`src/rtl/div_share_ctrl.sv`:
```
// Round-robin front end for one shared non-restoring unsigned divider.
// One division is in flight at a time. The result is tagged with the id of the requester that was granted.
module div_share_ctrl #(
    parameter int unsigned NREQ = 4,
    parameter int unsigned W    = 8
) (
    input  logic                    clk,
    input  logic                    rst_n,
    input  logic [NREQ-1:0]         req,
    input  logic [NREQ*W-1:0]       dividend,
    input  logic [NREQ*W-1:0]       divisor,
    output logic [NREQ-1:0]         gnt,
    output logic                    busy,
    output logic                    done,
    output logic [$clog2(NREQ)-1:0] done_id,
    output logic [W-1:0]            quotient,
    output logic [W-1:0]            remainder,
    output logic                    div_zero
);

    localparam int unsigned IDW = $clog2(NREQ);
    localparam int unsigned CW  = $clog2(W + 1);

    typedef enum logic [1:0] {
        IDLE,
        ITER,
        FIX
    } state_t;

    state_t          state_q;
    logic [NREQ-1:0] gnt_q;
    logic            busy_q;
    logic            done_q;
    logic [IDW-1:0]  ptr_q;
    logic [IDW-1:0]  id_q;
    logic [IDW-1:0]  done_id_q;
    logic [W-1:0]    mq_q;
    logic [W-1:0]    b_q;
    logic [W:0]      a_q;
    logic [CW-1:0]   cnt_q;
    logic [W-1:0]    quot_q;
    logic [W-1:0]    rem_q;
    logic            dz_q;

    logic            win_found_c;
    logic [IDW-1:0]  win_idx_c;
    logic [W-1:0]    op_a_c;
    logic [W-1:0]    op_b_c;
    logic [W:0]      shifted_c;
    logic [W:0]      a_step_c;
    logic [W:0]      a_fix_c;

    // Search for the first request, starting one slot after the last winner.
    always_comb begin
        win_found_c = 1'b0;
        win_idx_c   = '0;
        for (int unsigned k = 1; k <= NREQ; k++) begin
            if (!win_found_c && req[IDW'((32'(ptr_q) + k) % NREQ)]) begin
                win_found_c = 1'b1;
                win_idx_c   = IDW'((32'(ptr_q) + k) % NREQ);
            end
        end
        op_a_c = dividend[32'(win_idx_c) * W +: W];
        op_b_c = divisor[32'(win_idx_c) * W +: W];
    end

    // The sign of partial remainder A chooses between subtract and add. FIX restores a negative A.
    always_comb begin
        shifted_c = {a_q[W-1:0], mq_q[W-1]};
        a_step_c  = a_q[W] ? (shifted_c + {1'b0, b_q}) : (shifted_c - {1'b0, b_q});
        a_fix_c   = a_q[W] ? (a_q + {1'b0, b_q}) : a_q;
    end

    always_ff @(posedge clk or negedge rst_n) begin
        if (!rst_n) begin
            state_q   <= IDLE;
            gnt_q     <= '0;
            busy_q    <= 1'b0;
            done_q    <= 1'b0;
            ptr_q     <= IDW'(NREQ - 1);
            id_q      <= '0;
            done_id_q <= '0;
            mq_q      <= '0;
            b_q       <= '0;
            a_q       <= '0;
            cnt_q     <= '0;
            quot_q    <= '0;
            rem_q     <= '0;
            dz_q      <= 1'b0;
        end else begin
            gnt_q  <= '0;
            done_q <= 1'b0;
            case (state_q)
                IDLE: begin
                    busy_q <= 1'b0;
                    if (win_found_c) begin
                        gnt_q   <= NREQ'(1) << win_idx_c;
                        busy_q  <= 1'b1;
                        ptr_q   <= win_idx_c;
                        id_q    <= win_idx_c;
                        mq_q    <= op_a_c;
                        b_q     <= op_b_c;
                        a_q     <= '0;
                        cnt_q   <= '0;
                        state_q <= (op_b_c == '0) ? FIX : ITER;
                    end
                end
                ITER: begin
                    a_q   <= a_step_c;
                    mq_q  <= {mq_q[W-2:0], ~a_step_c[W]};
                    cnt_q <= cnt_q + CW'(1);
                    if (cnt_q == CW'(W - 1)) begin
                        state_q <= FIX;
                    end
                end
                FIX: begin
                    done_q    <= 1'b1;
                    done_id_q <= id_q;
                    state_q   <= IDLE;
                    if (b_q == '0) begin
                        quot_q <= '1;
                        rem_q  <= mq_q;
                        dz_q   <= 1'b1;
                    end else begin
                        a_q    <= a_fix_c;
                        quot_q <= mq_q;
                        rem_q  <= a_fix_c[W-1:0];
                        dz_q   <= 1'b0;
                    end
                end
                default: state_q <= IDLE;
            endcase
        end
    end

    assign gnt       = gnt_q;
    assign busy      = busy_q;
    assign done      = done_q;
    assign done_id   = done_id_q;
    assign quotient  = quot_q;
    assign remainder = rem_q;
    assign div_zero  = dz_q;

endmodule

```
`config.mk`:
```
export PLATFORM = sky130hd
export DESIGN_NAME = div_share_ctrl
export DESIGN_NICKNAME = d
export VERILOG_FILES = /design/src/rtl/div_share_ctrl.sv
export SDC_FILE = /design/constraint.sdc
export NUM_CORES = 1
export LEC_CHECK = 0
export CAP_MARGIN = 40
export CORE_ASPECT_RATIO = 0.6
export CORE_UTILIZATION = 40
export CTS_CLUSTER_SIZE = 30
export DETAILED_ROUTE_END_ITERATION = 12
export PLACE_DENSITY = 0.66
export SLEW_MARGIN = 20
export SYNTH_ARGS = -nofsm -noshare
export SYNTH_HDL_FRONTEND = slang
export SYNTH_SLANG_ARGS = --single-unit
```
`constraint.sdc`:
```
create_clock -name clk -period 3.8 [get_ports clk]
set_input_delay 0.38 -clock clk [delete_from_list [all_inputs] [get_ports clk]]
set_output_delay 0.38 -clock clk [all_outputs]
set_load 0.01 [all_outputs]
```
* Yosys cells after proc, flatten, opt, wreduce, memory -nomap -nowiden
Index checks and enable logic that the tools add are counted.
** Cells by class
- Reductions and logical operators :: 15
- Equal/unequal tests :: 6
- Shifts and indexed selects :: 3
- Bitwise operators :: 1
- Add/sub/neg operators :: 8
- $lt $le $gt $ge :: 4
- Multiplexer cells :: 36
** Operators by type and width (number)
- variable part select 32 x 6 -> 8 bit :: 2
- 2-to-1 mux 9 bit :: 4
- case mux 9 bit (3 select lines) :: 1
- 2-to-1 mux 8 bit :: 3
- adder 9 x 8 -> 9 bit :: 2
- logical NOT 8 bit :: 2
- case mux 8 bit (2 select lines) :: 1
- 2-to-1 mux 2 bit :: 7
- less-than comparator 2 x 3 -> 1 bit (second input constant) :: 4
- 2-to-1 mux 4 bit :: 3
- 2-to-1 mux 1 bit :: 11
- subtractor 9 x 8 -> 9 bit :: 1
- binary-select mux 1 bit (select 2 bit) :: 4
- case mux 4 bit (2 select lines) :: 1
- != test 2 bit (second input constant) :: 3
- AND reduction 2 bit :: 3
- adder 2 x 1 -> 2 bit (second input constant) :: 2
- adder 2 bit (second input constant) :: 2
- adder 4 x 1 -> 4 bit (second input constant) :: 1
- equality test 4 x 3 -> 1 bit (second input constant) :: 1
- case mux 2 bit (2 select lines) :: 1
- left shift 1 x 2 -> 4 bit (first input constant) :: 1
- logical AND 1 bit :: 3
- logical NOT 1 bit :: 3
- other kinds (7) :: 7
** Storage, ports and cells
- Bits in registers :: 60
- Input bits :: 70
- Logic and storage cells :: 87
- Output and inout port bits :: 25

* Logic depth before layout (Yosys ltp)
Gate-level depths: netlist (run 1).
- Word-level depth :: 18
- Mapped depth :: 12
- Mapped depth without buffers :: 12

* Worst setup path after synthesis (run 1)
No wires, ideal clock.
- Kind :: register -> register
- From :: register a_q[8]
- To :: register a_q[8]
- Path buffers :: 2
- Setup slack :: 1.029 ns
- Clock period less this slack :: 2.771 ns
- Stages on the path, launching flop included :: 13
- Data arrival time :: 2.645 ns
- Cells stage by stage :: dfrtp_1 clkbuf_1 clkbuf_1 mux2_2 inv_1 fa_1 nand3b_1 a21boi_0 o21ai_0 a21oi_1 xnor2_1 a2bb2oi_1 o31ai_1
** On the way
- Cells in the longest elaborated chain, start to end :: 4
- Elaborated cells on any way between the ends :: 5
- Those cells by class :: 1 x add/sub; 4 x mux
** Ends and longest elaborated chain
- start: declaration :: RTL line 39 : logic [W:0] a_q;
- start signal: assignment :: RTL line 109 : a_q <= a_step_c;
- start signal: assignment :: RTL line 125 : a_q <= a_fix_c;
- adder 9 x 8 -> 9 bit :: RTL line 71 : a_fix_c = a_q[W] ? (a_q + {1'b0, b_q}) : a_q;
- 2-to-1 mux 9 bit :: RTL line 71
- 2-to-1 mux 9 bit :: RTL line 120 : if (b_q == '0) begin
- case mux 9 bit (3 select lines) (*) :: RTL line 93 : case (state_q)
Mark *: on every way between the ends. The rest lies on a longest branch, timed or not. The select of a mux whose other input is x is not followed.
A chain may end at the register's enable or synchronous reset.

* Final worst setup path (run 1)
- From :: register b_q[1]
- To :: register a_q[8]
** On the way
- Cells in the longest elaborated chain, start to end :: 4
- Elaborated cells on any way between the ends :: 10
- Those cells by class :: 3 x add/sub; 1 x eq/ne; 4 x mux; 2 x reduce/logical
** Ends and longest elaborated chain
- start: declaration :: RTL line 38 : logic [W-1:0] b_q;
- start signal: assignment :: RTL line 102 : b_q <= op_b_c;
- adder 9 x 8 -> 9 bit :: RTL line 71
- 2-to-1 mux 9 bit :: RTL line 71
- 2-to-1 mux 9 bit :: RTL line 120
- case mux 9 bit (3 select lines) :: RTL line 93
Several ways; a longest one is shown, not always the timed one. The select of a mux whose other input is x is not followed.

==> summary.txt, run 1 <==
Yosys
  – Top FF cell, synth: dfrtp_1
  – Compound-cell area share of the yosys netlist: 0.2064
  – Seq cells post-synth: 60
  – Post-synth top area cell: dfrtp_1
  – YS warnings: 0
  – Number of flops mapped to enable cells by yosys: 0
  – Distinct cells, synth: between 50 and 60
  – Post-synthesis xor/xnor area fraction: 0.03450
  – Synth Net Count: 557
  – Async set or reset register ratio after synthesis: 1.000
  – Post-Synth Simple-Gate Area: 0.1636
  – Main combinational cell family by area after synthesis: compound AO/OA/AOI/OAI gates
  – Synth area leaders: dfrtp_1, mux2i_1, ha_1
  – Seq/Total Area, Yosys: 0.3703
  – Post-synth top area share: 0.3574
  – Average cell area after synthesis: slightly below 9 µm²
  – Syn Std Cell Area: 0.004061 mm²
  – Mux contribution to synthesized area: 0.09982
  – Post-Synth Adder-Cell Area: 0.08071
  – Mapped Cells: between 400 and 500

Setup path
  – Critical path startpoint category: flip-flop
  – Critical R2R Capture: a_q[8]$_DFFE_PN0P_
  – WP data required: around 4.0 ns
  – Crit path max fanout: 6
  – Critical Path End Type: flip-flop
  – Cells on worst reg2reg path: 12
  – Worst Path Arrival: around 3 ns
  – Worst Setup SP: b_q[1]$_DFFE_PN0P_
  – CP Capture Point: a_q[8]$_DFFE_PN0P_
  – Worst R2R Start: b_q[1]$_DFFE_PN0P_
  – Critical path class: flip-flop to flip-flop
  – R2R Setup Slk: roughly 0.99 ns

Global route
  – Routing usage on met3: 0.06061
  – GR peak layer: met2
  – Total Routing Usage GR: 0.2305
  – Number of global-route vias before repair: 3657
  – First-pass GRT wire length: about 19 mm
  – Met1 usage: 0.3291
  – GR Util met2: 0.3413
  – Largest net degree at the start of global routing: 28
  – Grt ovf: 0
  – Initial antenna violation count: 0

Detailed routing
  – Drt total wl: about 11 mm
  – WL per Instance: around 16 µm
  – # DRC: 0
  – Vias per cell: roughly 5.2
  – DRT Pass-1 Iters: 4
  – Routed vias: approximately 3600
  – Initial DRC Count: 191
  – Antenna-violating nets left: 0

Clock network
  – Max H-tree Level: 3
  – Maximum buffer depth of the clock tree: 2
  – Clock transition at path regs: approximately 0.06 ns
  – Inserted Clock Buffers: 9
  – Worst-Skew Late Latency: between 0.3 and 0.4 ns
  – Post-CTS setup buffers: 0
  – Post-cts resize count: 0
  – Clock root buffer: clkbuf_16
  – Clock Sinks: 60
  – CTS tree: done
  – Hold buffers post-CTS: 0

Min path
  – Hold WC Path Type: input pin to asynchronous set/reset pin

Layout
  – Fill cell total of the finished layout: between 800 and 900
  – # diodes: 0
  – Design area: between 0.005 and 0.006 mm²
  – Layout area overhead: 33.67%
  – Final core occ: 0.5515
  – Final net count: between 600 and 700
  – Layout cells sized above 1: 0.06847

Floorplanning
  – Initial core utilization: 0.4126
  – Die ar.: between 0.01 and 0.015 mm²
  – Die H: approximately 80 µm
  – Core Area: ~0.0098 mm²
  – Die Wd: 132.1 µm
  – IO Count: 95
  – Site Rows: 28

STA
  – Final setup vio count: 0
  – Slew headroom: 0.5716
  – Skew final: ~0.0064 ns
  – Final min period: 2.812 ns
  – Fmax achieved: around 360 MHz
  – Final period util: 0.7400
  – RSZ-0062 raised after global routing: false
  – Setup TNS: 0 ns
  – Fin. Hold Viols: 0
  – Final Max Slew Viols: 0
  – Worst hold slack: 0.04337 ns
  – Tightest Pin Transition: roughly 0.63 ns
  – Crit path setup slack, layout: 0.9881 ns

Place
  – Port bufs: between 90 and 100
  – Pre-CTS setup slack: 0.8309 ns
  – Post-DP Area: 0.005119 mm²
  – DP HPWL: between 8 and 9 mm
  – Final Wtd Congestion: 0.8738

Power
  – P_leak: 2.397 nW
  – Peak supply drop: around 0.00031 V
  – Pwr dens: a little over 800 mW/mm²

Run status
  – Status: finished clean

Run
  – Max Cap Violations: 0
[critical path, cell delays in order, from the launching register on]
cell and delay [ns]:
dfrtp_1 0.46, inv_1 0.09, ha_1 0.27, mux2_2 0.17, inv_1 0.06, fa_1 0.41
nand3b_1 0.20, a21boi_0 0.23, o21ai_0 0.13, a21oi_1 0.19, xnor2_1 0.19, a2bb2oi_1 0.20
o31ai_1 0.08
[through the flow]
step | total power [mW] | std cells
after detailed placement | 3.585 | 673
after CTS | 4.434 | 689
final | 4.430 | 690
after global placement | 3.539 | 671
after global routing | 4.822 | 690
after floorplan | 2.814 | 462
[placed cells by master, fill, tap and decap left out, types with 14 or more instances in the layout]
cell / n
nand2_1: 65
clkdlybuf4s50_1: 93
a211oi_1: 17
a21oi_1: 36
ha_1: 23
nor2_1: 43
o21ai_0: 32
inv_1: 14
mux2i_1: 36
dfrtp_1: 58
[logic make-up after synthesis]
kind of cell	count (synthesis)
AND/OR/NAND/NOR	151
AO/OA/AOI/OAI	129
flip-flops	60
buffers and inverters	41
multiplexers	40
adder cells (fa/ha/maj)	25
XOR/XNOR	16
[worst min path at each step]
stage	cells past startpoint	slack [ns]	startpoint	endpoint
after floorplan	0	0.08	rst_n	a_q[0]$_DFFE_PN0P_
after global routing	1	0.08	rst_n	gnt[2]$_DFF_PN0_
after CTS	1	0.06	rst_n	gnt[1]$_DFF_PN0_
after detailed placement	1	0.42	rst_n	gnt[1]$_DFF_PN0_
final	1	0.04	rst_n	gnt[1]$_DFF_PN0_
after global placement	2	0.46	id_q[1]$_DFFE_PN0P_	id_q[1]$_DFFE_PN0P_
[cell usage after synthesis, drive strengths merged, types with 3 or more instances]
library cell  instances
a211oi               17
nand3                 4
o21ai                32
inv                  14
or3                   4
ha                   23
a21oi                36
buf                   7
mux2                  4
mux2i                36
a221o                 5
or2                   3
xor2                  7
xnor2                 9
nand2                65
nor2                 43
o31ai                 4
clkbuf               20
a22oi                 4
dfrtp                58
a31oi                 4
nor3                 11
a21o                  5
a21boi                3
o211ai                3
nor2b                12
[power breakdown]
part	internal, mW	switching (mW)	leakage, nW
clock	0.523	0.298	0.144
sequential	0.922	0.282	0.753
combinational	1.09	1.31	1.50
total	2.54	1.89	2.40
[layer usage]
metal,vias to the layer above,part of all wire
met1,1650,0.50
met2,111,0.41
met5,-,0
met3,11,0.079
met4,0,0.011
li1,1835,-
[cell type report]
| type | instances | area (µm²) | share of cell area |
|---|---|---|---|
| Multi-Input combinational cell | 361 | 2377 | 0.4379 |
| Sequential cell | 60 | 1504 | 0.2770 |
| Timing Repair Buffer | 104 | 1023 | 0.1885 |
| Clock buffer | 10 | 239.0 | 0.04402 |
| Tap cell | 135 | 168.9 | 0.03111 |
| Clock inverter | 6 | 63.81 | 0.01175 |
| Inverter | 14 | 52.55 | 0.009680 |
[state kept, by name, indices dropped and copies added (netlist names), 2 cells and up]
register   flops
ptr_q          2
a_q            9
done_id        2
quotient       8
b_q            8
gnt            4
cnt_q          4
mq_q           8
id_q           2
state_q        2
remainder      8
Power figures use the tool's default switching activity.
==> inputs of run 2 (changes only) <==
==> constraint.sdc (replaced) <==
create_clock -name clk -period 2.6 [get_ports clk]
set_input_delay 0.26 -clock clk [delete_from_list [all_inputs] [get_ports clk]]
set_output_delay 0.26 -clock clk [all_outputs]
set_load 0.01 [all_outputs]
==> run 2 against run 1 <==
Maximum frequency grew 10%. Register-to-register slack lost 0.94 ns. Clock-buffer cell count grew 3. Sequential share of layout area shrank 1.6 points. Wire length grew 1.4%. Critical path depth shrank 2. Design area grew 6.2%. Combinational power grew 67%. Clock power grew 62%. Worst setup slack lost 0.94 ns. First-iteration DRC count shrank 14%. Die area is the same. Highest routed layer unchanged.
==> summary.txt, run 2 (synthesis results as in run 1) <==
Run status
  – Status: finished clean

Layout
  – Multi-input gate area: around 0.0025 mm²
  – # diodes: 0
  – Final net count: around 680
  – Layout cells sized above 1: 0.1385
  – Register with the most flip-flops: a_q
  – Seq. cell area: around 0.0015 mm²
  – Fill cell total of the finished layout: 821
  – Commonest non-fill, non-tap cells in the layout: clkdlybuf4s50_1, nand2_1, dfrtp_1, nor2_1, buf_4
  – Max reg flops: 9
  – Leading cell type in the layout, fill and taps excluded: clkdlybuf4s50_1
  – Layout area overhead: 41.96%

Clock network
  – Max H-tree Level: 3
  – Clock transition at path regs: ~0.050 ns
  – Clock Sinks: 60
  – Inserted Clock Buffers: 9
  – Worst-Skew Late Latency: between 0.3 and 0.4 ns
  – CTS tree: done
  – Clock root buffer: clkbuf_16
  – Maximum buffer depth of the clock tree: 2

STA
  – Tightest Pin Transition: about 0.76 ns
  – Fin. Hold Viols: 0
  – Final period util: 0.9806
  – Setup TNS: 0 ns
  – Final Max Slew Viols: 0
  – Final setup vio count: 0
  – Skew final: between 0.007 and 0.008 ns
  – Slew headroom: 0.4835
  – Fmax achieved: 392.2 MHz
  – Crit path setup slack, layout: roughly 0.050 ns
  – Final min period: about 2.5 ns

Place
  – Final Wtd Congestion: slightly above 0.9
  – Pre-CTS setup slack: -0.06634 ns
  – Port bufs: 94
  – DP HPWL: approximately 9 mm

Detailed routing
  – Antenna-violating nets left: 0
  – DRT Pass-1 Iters: 5
  – Routed vias: roughly 3800
  – Initial DRC Count: 164
  – Drt total wl: ~11 mm
  – # DRC: 0
  – Vias per cell: 5.288
  – WL per Instance: between 15 and 20 µm

Power
  – Pwr dens: 1226 mW/mm²
  – P_leak: approximately 2.6 nW
  – Peak supply drop: ~0.00054 V

Global route
  – First-pass GRT wire length: between 15 and 20 mm
  – Grt ovf: 0
  – Total Routing Usage GR: 0.2314
  – Initial antenna violation count: 0
  – Number of global-route vias before repair: 3783
  – Largest net degree at the start of global routing: 28

Floorplanning
  – Die ar.: approximately 0.011 mm²
  – Die Wd: roughly 130 µm
  – Die H: between 80 and 90 µm
  – Initial core utilization: 0.4126
  – IO Count: 95
  – Core Area: 0.009844 mm²
  – Site Rows: 28

Setup path
  – Worst Path Arrival: about 2.8 ns
  – Critical path startpoint category: flip-flop
  – Critical Path End Type: flip-flop
  – WP data required: approximately 2.8 ns
  – Crit path max fanout: 3
  – Critical path class: flip-flop to flip-flop

Run
  – Max Cap Violations: 0

Min path
  – Hold WC Path Type: input pin to asynchronous set/reset pin
run 2: repair_timing:
action,CTS,global route
pin swaps,2,13
hold buffers,1,0
buffers inserted,0,5
hold endpoints to repair,18,0
gates resized for setup,3,20
setup endpoints to repair,2,9
cloned,0,0
run 2: critical path, stage by stage (launching register included):
cell	delay (ns)
dfrtp_1	0.41
buf_4	0.16
ha_1	0.23
fa_2	0.37
a21o_1	0.23
a21oi_2	0.18
nor2_1	0.08
o21a_1	0.19
o211ai_1	0.28
a2bb2oi_2	0.10
o31ai_1	0.24
run 2: area by class of cell:
| cell class | instances | area share |
|---|---|---|
| Clock buffer | 13 | 0.04687 |
| Clock inverter | 3 | 0.01172 |
| Inverter | 14 | 0.009115 |
| Multi-Input combinational cell | 361 | 0.4251 |
| Sequential cell | 60 | 0.2609 |
| Tap cell | 135 | 0.02930 |
| Timing Repair Buffer | 134 | 0.2170 |
run 2: power breakdown:
group / switching (mW) / internal (mW) / total (mW) / leakage [nW]
clock: 0.414 / 0.917 / 1.33 / 0.162
combinational: 2.10 / 1.91 / 4.01 / 1.66
sequential: 0.384 / 1.35 / 1.73 / 0.753
run 2: metrics by stage:
step,hold slack [ns],utilization,instances,power (mW),area [µm²]
floorplan,-0.03559,-,462,4.115,4064
global placement,0.2411,0.5398,699,5.387,5314
detailed placement,0.2412,0.5398,699,5.481,5314
CTS,0.4327,0.5758,716,6.865,5668
global route,0.4560,0.5857,720,7.625,5766
finish,0.4197,0.5857,720,7.071,5766
run 2: path summary, 6_finish.rpt:
path	startpoint	to	slack, ns	cells after the start
worst min register to register	id_q[1]$_DFFE_PN0P_	id_q[1]$_DFFE_PN0P_	0.48	2
worst min-delay path	rst_n	gnt[0]$_DFF_PN0_	0.42	2
worst max register to register	b_q[0]$_DFFE_PN0P_	a_q[8]$_DFFE_PN0P_	0.05	10
max in group asynchronous	rst_n	remainder[3]$_DFFE_PN0P_	1.46	3
worst max-delay path	b_q[0]$_DFFE_PN0P_	a_q[8]$_DFFE_PN0P_	0.05	10
min in group clk	id_q[1]$_DFFE_PN0P_	id_q[1]$_DFFE_PN0P_	0.48	2
run 2: per-layer routing:
layer / routed length (µm) / share of wire / global-route usage / vias to the layer above
met3: 758 / 0.067 / 0.06187 / 9
met1: 5656 / 0.50 / 0.3283 / 1795
met4: 75 / 0.0066 / 0.04535 / 0
li1: - / - / - / 1889
met5: 0 / 0 / 0 / -
met2: 4885 / 0.43 / 0.3529 / 114
==> inputs of run 3 (changes only) <==
--- a/config.mk
+++ b/config.mk
@@ -10,7 +10,7 @@
 export CORE_UTILIZATION = 40
 export CTS_CLUSTER_SIZE = 30
 export DETAILED_ROUTE_END_ITERATION = 12
-export PLACE_DENSITY = 0.66
+export PLACE_DENSITY = 0.69
 export SLEW_MARGIN = 20
 export SYNTH_ARGS = -nofsm -noshare
 export SYNTH_HDL_FRONTEND = slang
==> constraint.sdc (replaced) <==
create_clock -name clk -period 2.2 [get_ports clk]
set_input_delay 0.22 -clock clk [delete_from_list [all_inputs] [get_ports clk]]
set_output_delay 0.22 -clock clk [all_outputs]
set_load 0.01 [all_outputs]
==> run 3 against run 2 <==
The run now ends with setup timing left. Design area up 13%. Global-route usage up 1.4 points. Total power up 36%. Clock power up 9.8%. Clock-buffer cell count down 2. Utilization up 7.4 points. Via count up 7.7%. Critical path depth up 2. Final cell count up 6.9%. Worst setup slack worse by 0.29 ns. Critical path type unchanged. Largest cell class unchanged. Largest power group unchanged.
==> summary.txt, run 3 (synthesis results as in run 1) <==
Setup path
  – Crit path max fanout: 2
  – Worst Path Arrival: 2.69 ns
  – Critical path class: flip-flop to flip-flop
  – Critical Path End Type: flip-flop
  – Cells on worst reg2reg path: 12
  – WP data required: about 2.4 ns
  – Critical path startpoint category: flip-flop

Power
  – P_leak: approximately 2.9 nW
  – Reg power frac: 0.210
  – Pwr dens: about 1500 mW/mm²
  – Sw power: roughly 4.0 mW
  – Comb power frac: 0.639
  – Switching share of power: 0.4104
  – Clock power frac: 0.151
  – Peak supply drop: around 0.00063 V
  – Int Pwr: 5.683 mW

Clock network
  – Clock Sinks: 60
  – CTS tree: done
  – Inserted Clock Buffers: 9
  – Maximum buffer depth of the clock tree: 2
  – Clock transition at path regs: 0.05 ns
  – Max H-tree Level: 3
  – Clock root buffer: clkbuf_16
  – Worst-Skew Late Latency: roughly 0.34 ns

Layout
  – Layout area overhead: 59.92%
  – Commonest non-fill, non-tap cells in the layout: clkdlybuf4s50_1, buf_4, nand2_1, dfrtp_1, nor2_1
  – # diodes: 0
  – Fill cell total of the finished layout: ~800
  – Leading cell type in the layout, fill and taps excluded: clkdlybuf4s50_1
  – Max reg flops: 9
  – Final net count: 725
  – Register with the most flip-flops: a_q
  – Layout cells sized above 1: 0.2819

STA
  – Crit path setup slack, layout: -0.2433 ns
  – Fmax achieved: just over 400 MHz
  – Final setup vio count: 12
  – Final period util: 1.111
  – Final min period: 2.443 ns
  – Slew headroom: 0.5769
  – RSZ-0062 raised after global routing: true
  – Skew final: between 0.006 and 0.007 ns
  – Worst hold slack: 0.4203 ns
  – Fin. Hold Viols: 0
  – Final Max Slew Viols: 0
  – Tightest Pin Transition: just over 0.6 ns

Global route
  – Grt ovf: 0
  – Largest net degree at the start of global routing: 37
  – Initial antenna violation count: 0
  – Number of global-route vias before repair: ~3900
  – Total Routing Usage GR: 0.2455
  – First-pass GRT wire length: about 20 mm

Detailed routing
  – Initial DRC Count: between 200 and 250
  – DRT Pass-1 Iters: 6
  – Antenna-violating nets left: 0
  – Routed vias: about 4000
  – WL per Instance: ~17 µm
  – Drt total wl: about 13 mm
  – Vias per cell: 5.326
  – # DRC: 0

Run status
  – Failing checks: setup timing
  – Status: finished, violations left

Run
  – Max Cap Violations: 0

Min path
  – Hold WC Path Type: input pin to asynchronous set/reset pin

Place
  – Pre-CTS setup slack: -0.4811 ns
  – Final Wtd Congestion: a little under 0.9
  – Port bufs: 94
  – DP HPWL: approximately 9.1 mm

Floorplanning
  – Die H: around 80 µm
  – Site Rows: 28
  – Die ar.: approximately 0.011 mm²
  – IO Count: 95
  – Die Wd: roughly 130 µm
  – Core Area: a little under 0.01 mm²
  – Initial core utilization: 0.4126
## run 3: cell count changes in the layout (fill, tap and decap cells not counted), sizes merged
cell      previous run  this run
buf                 40        88
bufinv               2         1
clkbuf              13        12
clkinv               0         1
clkinvlp             1         2
inv                 14        15
o31a                 1         2
## run 3: final timing paths
kind | startpoint | endpoint | slack, ns
max in group asynchronous | rst_n | ptr_q[1]$_DFFE_PN1P_ | 1.12
worst max-delay path | b_q[0]$_DFFE_PN0P_ | a_q[8]$_DFFE_PN0P_ | -0.24
worst max register to register | b_q[0]$_DFFE_PN0P_ | a_q[8]$_DFFE_PN0P_ | -0.24
min in group clk | id_q[1]$_DFFE_PN0P_ | id_q[1]$_DFFE_PN0P_ | 0.47
worst min-delay path | rst_n | div_zero$_DFFE_PN0P_ | 0.42
worst min register to register | id_q[1]$_DFFE_PN0P_ | id_q[1]$_DFFE_PN0P_ | 0.47
## run 3: power by group through the flow
stage          Sequential (mW)  Combinational, mW  Clock [mW]
5_1_grt                   2.09               6.71        1.52
2_1_floorplan             2.02               2.92           0
3_3_place_gp              1.98               4.87           0
4_1_cts                   2.02               5.52        1.48
6_report                  2.02               6.16        1.46
3_5_place_dp              2.00               5.02           0
## run 3: routing by layer
layer	up-vias	wire length, µm	GRT usage
li1	1999	-	-
met4	0	179	0.07093
met3	15	850	0.05366
met2	141	5742	0.3989
met1	1946	5989	0.3298
met5	-	0	0
## run 3: timing repair
item,in CTS,in global routing
pin swaps,38,38
endpoints found under the setup margin,20,21
resized for setup,53,40
gates cloned,1,1
hold buffers,1,0
hold endpoints to repair,24,0
buffers inserted,11,7
## run 3: stage by stage
step	instance area (µm²)	TNS [ns]	util	total power, mW	instances
after CTS	6242	-1.299	0.6341	9.017	763
final	6495	-1.477	0.6598	9.638	770
after global placement	5614	-4.227	0.5703	6.846	735
after detailed placement	5614	-5.403	0.5703	7.019	735
after global routing	6495	-3.395	0.6598	10.32	770
after floorplan	4099	-0.3284	-	4.938	462
## run 3: area by class of cell
class / count / area (µm²) / area share
Clock buffer: 11 / 252.7 / 0.03891
Multi-Input combinational cell: 362 / 2756 / 0.4244
Timing Repair Buffer: 183 / 1699 / 0.2616
Clock inverter: 5 / 58.81 / 0.009054
Inverter: 14 / 52.55 / 0.008091
Tap cell: 135 / 168.9 / 0.02601
Sequential cell: 60 / 1506 / 0.2319
## run 3: worst max-delay path, cell delays in order (launching register included)
cell       delay, ns
dfrtp_1         0.37
inv_2           0.06
ha_4            0.25
mux2_4          0.14
inv_2           0.04
fa_2            0.35
nand3b_1        0.20
a21boi_2        0.20
o21ai_2         0.09
a21oi_2         0.19
xnor2_2         0.11
a2bb2oi_2       0.14
o31ai_2         0.20
